<file path="src/rtl/cdc_rx_4phase_pkg.sv">
// Shared types and limits for the 4-phase bundled-data receiver and its sender-side peer.
package cdc_pkg;

    localparam int SYNC_STAGES_MIN = 2;
    localparam int SYNC_STAGES_MAX = 4;

    typedef enum logic [1:0] {
        IDLE     = 2'd0,
        ACKED    = 2'd1,
        WAIT_LOW = 2'd2
    } rx_state_t;

endpackage

</file>
<file path="src/rtl/cdc_rx_4phase_if.sv">
// Handshake and consumer-side bus of the 4-phase receiver; slave is the receiver's view.
interface cdc_rx_4phase_if #(
    parameter int DATA_WIDTH = 8,
    parameter int FIFO_DEPTH = 4
);
    localparam int CNT_W = $clog2(FIFO_DEPTH + 1);

    logic                  req;
    logic [DATA_WIDTH-1:0] input_rx;
    logic                  ack;
    logic                  rx_pulse;
    logic [DATA_WIDTH-1:0] out_data;
    logic                  out_valid;
    logic                  out_ready;
    logic [CNT_W-1:0]      fifo_count;
    logic                  stall;

    modport master (
        output req, input_rx, out_ready,
        input  ack, rx_pulse, out_data, out_valid, fifo_count, stall
    );

    modport slave (
        input  req, input_rx, out_ready,
        output ack, rx_pulse, out_data, out_valid, fifo_count, stall
    );

endinterface

</file>
<file path="src/rtl/sync_chain.sv">
// Plain flop-chain synchronizer; WIDTH bits are synchronized independently.
module sync_chain #(
    parameter int STAGES = 2,
    parameter int WIDTH  = 1
) (
    input  logic             clk,
    input  logic             reset,
    input  logic [WIDTH-1:0] d,
    output logic [WIDTH-1:0] q
);

    logic [WIDTH-1:0] stage [STAGES];

    always_ff @(posedge clk or posedge reset) begin
        if (reset) begin
            for (int i = 0; i < STAGES; i++) stage[i] <= '0;
        end else begin
            stage[0] <= d;
            for (int i = 1; i < STAGES; i++) stage[i] <= stage[i-1];
        end
    end

    assign q = stage[STAGES-1];

endmodule

</file>
<file path="src/rtl/cdc_rx_4phase.sv">
// 4-phase bundled-data receiver: synchronizes req, captures input_rx once per handshake
// into a small register FIFO and returns a registered ack.
//
// state    | meaning
// IDLE     | waiting for synchronized req; captures when the FIFO has room
// ACKED    | word captured, ack high until synchronized req falls
// WAIT_LOW | one-cycle guard after ack falls so a stale req_s cannot recapture
import cdc_pkg::*;

module cdc_rx_4phase #(
    parameter int DATA_WIDTH  = 8,
    parameter int SYNC_STAGES = 2,
    parameter int FIFO_DEPTH  = 4
) (
    input  logic           clk,
    input  logic           reset,
    cdc_rx_4phase_if.slave bus
);

    localparam int PTR_W = $clog2(FIFO_DEPTH);
    localparam int CNT_W = $clog2(FIFO_DEPTH + 1);

    if (SYNC_STAGES < SYNC_STAGES_MIN || SYNC_STAGES > SYNC_STAGES_MAX) begin : g_bad_sync
        $error("cdc_rx_4phase: SYNC_STAGES out of range");
    end
    if (FIFO_DEPTH < 2 || (FIFO_DEPTH & (FIFO_DEPTH - 1)) != 0) begin : g_bad_depth
        $error("cdc_rx_4phase: FIFO_DEPTH must be a power of two >= 2");
    end

    logic                  req_s;
    logic                  req_s_q;
    rx_state_t             state;
    rx_state_t             state_next;
    logic                  ack_q;
    logic                  wr_en;
    logic                  rd_en;
    logic                  stall;
    logic                  full;
    logic                  valid;
    logic [DATA_WIDTH-1:0] mem [FIFO_DEPTH];
    logic [PTR_W-1:0]      wr_ptr;
    logic [PTR_W-1:0]      rd_ptr;
    logic [CNT_W-1:0]      count;

    sync_chain #(.STAGES(SYNC_STAGES), .WIDTH(1)) u_req_sync (
        .clk   (clk),
        .reset (reset),
        .d     (bus.req),
        .q     (req_s)
    );

    always_ff @(posedge clk or posedge reset) begin
        if (reset) req_s_q <= 1'b0;
        else       req_s_q <= req_s;
    end

    // ack is registered from the next state so it rises on the capture edge.
    always_ff @(posedge clk or posedge reset) begin
        if (reset) begin
            state <= IDLE;
            ack_q <= 1'b0;
        end else begin
            state <= state_next;
            ack_q <= (state_next == ACKED);
        end
    end

    always_comb begin
        state_next = IDLE;
        case (state)
            IDLE:     state_next = (req_s && !full) ? ACKED : IDLE;
            ACKED:    state_next = req_s ? ACKED : WAIT_LOW;
            WAIT_LOW: state_next = IDLE;
            default:  state_next = IDLE;
        endcase
    end

    always_comb begin
        wr_en = 1'b0;
        stall = 1'b0;
        case (state)
            IDLE: begin
                wr_en = req_s && !full;
                stall = req_s && full;
            end
            default: ;
        endcase
    end

    // Full uses the pre-read count, so a same-cycle read only frees space for the next cycle.
    assign full  = (count == CNT_W'(FIFO_DEPTH));
    assign valid = (count != '0);
    assign rd_en = valid && bus.out_ready;

    always_ff @(posedge clk) begin
        if (wr_en) mem[wr_ptr] <= bus.input_rx;
    end

    always_ff @(posedge clk or posedge reset) begin
        if (reset) begin
            wr_ptr <= '0;
            rd_ptr <= '0;
            count  <= '0;
        end else begin
            if (wr_en) wr_ptr <= wr_ptr + 1'b1;
            if (rd_en) rd_ptr <= rd_ptr + 1'b1;
            case ({wr_en, rd_en})
                2'b10:   count <= count + 1'b1;
                2'b01:   count <= count - 1'b1;
                default: ;
            endcase
        end
    end

    assign bus.ack        = ack_q;
    assign bus.rx_pulse   = req_s && !req_s_q;
    assign bus.stall      = stall;
    assign bus.out_valid  = valid;
    assign bus.out_data   = valid ? mem[rd_ptr] : '0;
    assign bus.fifo_count = count;

endmodule
</file>
<file path="src/flat_wrapper.sv">
// flat-port wrapper written by rule: the top's interface ports become plain ports
module cdc_rx_4phase_flat 
#(
    parameter int DATA_WIDTH  = 8,
    parameter int SYNC_STAGES = 2,
    parameter int FIFO_DEPTH  = 4
)
  (clk, reset, bus_req, bus_input_rx, bus_out_ready, bus_ack, bus_rx_pulse, bus_out_data, bus_out_valid, bus_fifo_count, bus_stall);
  cdc_rx_4phase_if #(.DATA_WIDTH(DATA_WIDTH), .FIFO_DEPTH(FIFO_DEPTH)) bus_i ();
  input  logic clk;
  input  logic reset;
  input wire logic [$bits(bus_i.req)-1:0] bus_req;
  input wire logic [$bits(bus_i.input_rx)-1:0] bus_input_rx;
  input wire logic [$bits(bus_i.out_ready)-1:0] bus_out_ready;
  output wire logic [$bits(bus_i.ack)-1:0] bus_ack;
  output wire logic [$bits(bus_i.rx_pulse)-1:0] bus_rx_pulse;
  output wire logic [$bits(bus_i.out_data)-1:0] bus_out_data;
  output wire logic [$bits(bus_i.out_valid)-1:0] bus_out_valid;
  output wire logic [$bits(bus_i.fifo_count)-1:0] bus_fifo_count;
  output wire logic [$bits(bus_i.stall)-1:0] bus_stall;
  assign bus_i.req = bus_req;
  assign bus_i.input_rx = bus_input_rx;
  assign bus_i.out_ready = bus_out_ready;
  assign bus_ack = bus_i.ack;
  assign bus_rx_pulse = bus_i.rx_pulse;
  assign bus_out_data = bus_i.out_data;
  assign bus_out_valid = bus_i.out_valid;
  assign bus_fifo_count = bus_i.fifo_count;
  assign bus_stall = bus_i.stall;
  cdc_rx_4phase #(.DATA_WIDTH(DATA_WIDTH), .SYNC_STAGES(SYNC_STAGES), .FIFO_DEPTH(FIFO_DEPTH)) u_core (.clk(clk), .reset(reset), .bus(bus_i));
endmodule
</file>
<file path="config.mk">
export PLATFORM = sky130hd
export DESIGN_NAME = cdc_rx_4phase_flat
export DESIGN_NICKNAME = d
export VERILOG_FILES = /design/src/rtl/cdc_rx_4phase_pkg.sv /design/src/rtl/cdc_rx_4phase_if.sv /design/src/rtl/sync_chain.sv /design/src/rtl/cdc_rx_4phase.sv /design/src/flat_wrapper.sv
export SDC_FILE = /design/constraint.sdc
export NUM_CORES = 1
export LEC_CHECK = 0
export CORE_ASPECT_RATIO = 1.1
export CORE_MARGIN = 2
export CORE_UTILIZATION = 55
export DETAILED_ROUTE_END_ITERATION = 8
export DONT_BUFFER_PORTS = 1
export GPL_TIMING_DRIVEN = 0
export PLACE_DENSITY_LB_ADDON = 0.1
export SETUP_SLACK_MARGIN = 0.05
export SLEW_MARGIN = 0
export SYNTH_ARGS = -nofsm -noshare
export SYNTH_HDL_FRONTEND = slang
export SYNTH_SLANG_ARGS = --single-unit
</file>
<file path="constraint.sdc">
create_clock -name clk -period 2.4 [get_ports clk]
set_input_delay 0.48 -clock clk [delete_from_list [all_inputs] [get_ports clk]]
set_output_delay 0.48 -clock clk [all_outputs]
set_load 0.1 [all_outputs]
</file>
==> results of run 1 <==
-- metrics by stage --
step | util [%] | setup TNS, ns | worst slack [ns] | cells
floorplan | - | 0 | 0.177 | 102
global placement | 58.3 | 0 | 0.130 | 138
detailed placement | 58.3 | 0 | 0.121 | 138
CTS | 60.6 | -0.0333 | -0.0127 | 146
global route | 60.8 | -0.196 | -0.0296 | 146
finish | 60.8 | 0 | 0.0329 | 146
-- registers in the layout, indices dropped and copies added, names as in the netlist --
| register | count |
|---|---|
| u_core.u_req_sync.stage | 1 |
| u_core.rd_ptr | 2 |
| u_core.bus.fifo_count | 3 |
| u_core.bus.ack | 1 |
| u_core.state | 2 |
| u_core.mem | 32 |
| u_core.req_s_q | 1 |
| u_core.u_req_sync.q | 1 |
| u_core.wr_ptr | 2 |
-- worst paths after layout --
kind,start,end,depth (start not counted)
max reg2reg,u_core.bus.fifo_count[0],u_core.bus.fifo_count[2],9
min reg2reg,u_core.u_req_sync.stage[1],u_core.u_req_sync.q,0
min,reset,u_core.state[1],1
min in group clk,bus_req,u_core.u_req_sync.stage[1],0
max in group asynchronous,reset,u_core.bus.fifo_count[0],1
max,u_core.bus.fifo_count[1],bus_out_data[4],3
-- layout make-up --
type                       count  area share [%]
clock buffer                   7            2.24
sequential                    45            64.7
multi-input combinational     46            27.4
clock inverter                 1           0.187
buffer                         3            1.81
inverter                       8            1.50
tap                           36            2.24
-- kinds of logic (layout without fill, tap and decap cells) --
group | after synthesis | count (layout) | share of synthesized area (%)
and+or+nand+nor | 21 | 21 | 7.78
AOI/OAI and AO/OA | 3 | 3 | 1.95
xor gates and xnor gates | 6 | 6 | 2.82
DFF | 45 | 45 | 68.9
muxes | 10 | 10 | 11.0
buffers and inverters | 11 | 19 | 3.08
adders and majority gates | 6 | 6 | 4.43
-- cell usage after synthesis (all sizes together) --
library cell,number
nor3b,2
dfrtp,13
and3,1
inv,8
fa,1
mux2,1
clkbuf,1
or3,1
mux4,8
a21boi,1
nor2,2
xor2,3
nor2b,1
nand3,1
mux2i,1
buf,2
ha,5
edfxtp,32
a31o,2
and2,13
xnor2,3
-- worst max-delay path, delay by kind of cell, from the launching register on --
family | cells | cell delay, ns
buf+inv | 1 | 0.18
simple gates | 2 | 0.70
flops | 1 | 0.64
-- per-layer routing --
layer  track usage, %  share of wire, %  vias to the layer above
met2             25.4                50                       27
met5                0                 0                        -
met1             20.0                42                      427
met3             6.19               6.1                        6
met4             7.50               2.1                        0
li1                 -                 -                      384
-- timing repair --
item | 4_1_cts | 5_1_grt
gates resized for setup | 14 | 1
hold buffers | 0 | 0
endpoints found under the setup margin | 9 | 10
cloned | 0 | 0
pin swaps | 4 | 3
setup buffers | 0 | 0
==> run metrics, run 1 <==
outcome=completed; design area=2010 sq um; Final Setup Violations=0; clock transition at the registers of the reported paths=0.12 ns; Final Skew=0.0137 ns; Seq/Total Area, Yosys=68.9%; H-tree Lvls=2; Cell Chain, Critical Path=or3_4, buf_12, and2_4; Critical Path RT=1.92 ns; most common cell after layout, fill and taps aside=edfxtp_1; grt total ovfl=0; Synth top area share=51.5%; Startpoint Class=flop; CTS tree=done; CP Capture Type=primary output; CTS root buffer=clkbuf_4; Avg Cell Area, Syn=18.3 sq um; worst slew pin tran=1.06 ns; Syn Nets=120; fmax=0.422 GHz; # DRC=0; Final Wtd Congestion=0.700; Worst slew margin=28.9%; Port-buffer cells=0; final worst path period share=98.6%; fillers=249; die area=3870 sq um; die width=59.5 microns; Vias/cell=5.78; first-pass GRT wire length=4.28 mm; post-synth top area cell=edfxtp_1; final hold slack=0.0166 ns; number of buffers created by CTS=5; area delta synth->final=7.58%; maxcap violations=0; IO Count=27; DRT Wirelength=2.68 mm; WL per Instance=18.4 microns; fin. max-slew vios=0; FF/Latch Area=1300 sq um; Worst Path Arrival=1.89 ns; number of clock sinks=45; CP max stage cell=dfrtp_4; DR iter-0 viols=29; area of the multi-input gates=549 sq um; Fin. Hold Viols=0; vias=844; layout cell share with drive strength beyond 1=31.8%; CP peak stage delay=0.64 ns; Area contributors post-synth=edfxtp_1, dfrtp_1, mux4_2; most frequent cells in the layout=edfxtp_1, dfrtp_1, and2_4, inv_1, mux4_2; clk buf depth=2; Antenna Diode Count=0; Die Span Y=65.1 microns; Hold/Removal Path Class=input port to asynchronous set/reset pin; initial antenna violation count=0; largest net degree at the start of global routing=14; DP Area=1930 sq um; Final #Nets=127; Post-Syn Instances=102; CP max FO=10; Initial Util=56.5%; Clock Latency Late Sink=0.35 ns; Post-DP HPWL=1.86 mm; Distinct cells, synth=23; Pre-antenna DRT Iters=4; vias in the first global route=883; number of synthesis warnings=0; Reg2Reg Setup Slack=0.10 ns; Yosys reg bits=45; Crit Path Category=flop to primary output; synthesized cell area=1870 sq um; Final Critical Period=2.37 ns; All-Layer GR Usage=16.3%; RSZ-0062 raised after global routing=true; Final ANT Viol Nets=0; core footprint=3300 sq um; row cnt=22
Power of run 1 is not shown: default switching activity piles up to over one toggle a cycle in this logic, so the estimate is an artifact.
==> run 2: changes to the inputs <==
Settings changed: CORE_ASPECT_RATIO 1.1 to default.
==> run 2 against run 1 <==
Effect of this change: the run now ends with negative hold slack left; worst hold slack lost 0.024 ns; wire length increased by 5.5%; clock skew up 0.0065 ns; via count increased by 0.24%; worst setup slack got worse by 0.020 ns; sequential cell count unchanged; register-to-register slack improved by 0.02 ns; maximum frequency down 0.84%; utilization is 1.8 points higher.
==> run metrics, run 2 (same netlist as run 1, synthesis figures left out) <==
outcome=finished, violations left; violated checks=negative hold slack; CTS tree=done; Die Span Y=62.2 microns (-4.4%); WL per Instance=18.0 microns (-1.9%); Post-DP HPWL=1.96 mm (+5.2%); CTS root buffer=clkbuf_4; Worst slew margin=28.7% (-0.13 points); Hold/Removal Path Class=input port to asynchronous set/reset pin; # DRC=0 (unchanged); vias in the first global route=930 (+5.3%); number of placed instances, taps included=148 (+7.2%); area delta synth->final=10.1%; Antenna Diode Count=0 (unchanged); Crit Path Category=flop to primary output; Final ANT Viol Nets=0 (unchanged); met1 Usage GRT=19.8% (-0.23 points); Pre-antenna DRT Iters=6 (+2); die area=3870 sq um (about the same); final worst path period share=99.5% (+0.83 points); Setup TNS=0 ns (unchanged); H-tree Lvls=2 (unchanged); Final #Nets=128 (+0.79%); Util after Layout=62.5% (+1.8 points); largest net degree at the start of global routing=17 (+3); CP Capture Type=primary output; Final Critical Period=2.39 ns (+0.0200 ns); GR met3 Demand/Resource=6.70% (+0.52 points); initial antenna violation count=0 (unchanged); Fin. Hold Viols=1 (+1); IO Count=27 (unchanged); Initial Util=56.8% (+0.32 points); Port-buffer cells=0 (unchanged); DRT Wirelength=2.83 mm (+5.5%); fmax=0.419 GHz (-0.84%); Final Skew=0.0202 ns (+0.00651 ns); gr busiest metal=met2; Vias/cell=5.39 (-6.8%); CP max FO=10 (unchanged); All-Layer GR Usage=16.9% (+0.58 points); most frequent cells in the layout=edfxtp_1, dfrtp_1, and2_4, inv_1, mux4_2; final hold slack=-0.00713 ns (-0.0237 ns); layout cell share with drive strength beyond 1=36.0% (+4.2 points); max reg flops=32 (unchanged); maxcap violations=0 (unchanged); core footprint=3280 sq um (-0.57%); Clock Latency Late Sink=0.37 ns (+0.02 ns); number of clock sinks=45 (unchanged); die width=62.2 microns (+4.6%); Worst Path Arrival=1.91 ns (+0.02 ns); worst slew pin tran=1.06 ns (+0.00192 ns); clk buf depth=2 (unchanged); clock transition at the registers of the reported paths=0.15 ns (+0.03 ns); met2 usage=28.1% (+2.7 points); vias=846 (+0.24%); number of buffers created by CTS=5 (unchanged); most common cell after layout, fill and taps aside=edfxtp_1; post-route non-filler standard cell count=157 (+7.5%); hold buffers post-CTS=0 (unchanged); fin. max-slew vios=0 (unchanged); first-pass GRT wire length=4.72 mm (+10%); Final Setup Violations=0 (unchanged); grt total ovfl=0 (unchanged); Top reg by flops=u_core.mem; Critical Path RT=1.92 ns (about the same); RSZ-0062 raised after global routing=true; Startpoint Class=flop; Final Wtd Congestion=0.721 (+3.0%); DR iter-0 viols=36 (+24%); row cnt=21 (-4.5%)
[run 2: changes by cell type in the layout (fill, tap and decap cells not counted)]
cell	before	now
clkinvlp_4	0	1
inv_6	0	1
clkinv_1	1	0
buf_4	0	1
clkinv_4	0	1
ha_1	5	4
clkbuf_1	2	0
ha_4	0	1
[run 2: worst paths after layout]
check	cells after the start	slack (ns)	from	end
setup reg to reg	9	0.12	u_core.bus.fifo_count[1]	u_core.bus.fifo_count[2]
setup / recovery	3	0.01	u_core.bus.fifo_count[1]	bus_out_data[1]
min in group clk	0	0.14	bus_req	u_core.u_req_sync.stage[1]
hold reg to reg	0	0.37	u_core.u_req_sync.stage[1]	u_core.u_req_sync.q
hold / removal	1	-0.007	reset	u_core.wr_ptr[0]
max in group asynchronous	1	2.02	reset	u_core.bus.fifo_count[0]
[run 2: critical path, stage by stage (launching register included)]
cell and delay, ns:
dfrtp_4 0.65, or3_4 0.46, buf_12 0.19, and2_4 0.25
[run 2: what timing repair did]
item	in CTS	in global routing
endpoints found under the setup margin	9	10
hold endpoints to repair	0	0
setup buffers	1	0
resized for setup	16	1
pin swaps	4	3
[run 2: through the flow]
stage          cell area, sq um  setup WS, ns
2_1_floorplan              1880         0.177
3_3_place_gp               1940         0.138
3_5_place_dp               1940         0.126
4_1_cts                    2040       -0.0284
5_1_grt                    2050       -0.0352
6_report                   2050        0.0129
[run 2: area by class of cell]
cell class / instances / area, sq um
Buffer: 3 / 36.3
Tap cell: 46 / 57.6
Multi-Input combinational cell: 46 / 562
Clock buffer: 5 / 37.5
Fill cell: 247 / 1230
Timing Repair Buffer: 1 / 7.51
Sequential cell: 45 / 1300
Clock inverter: 3 / 25.0
Inverter: 8 / 30.0
[run 2: routing by layer]
metal	up-vias	part of all wire [%]	wire length, microns
met5	-	0	0
met4	0	1.9	53
met3	6	6.5	185
met2	26	50	1420
met1	427	41	1170
li1	387	-	-
Power of run 2 is left out for the same reason.
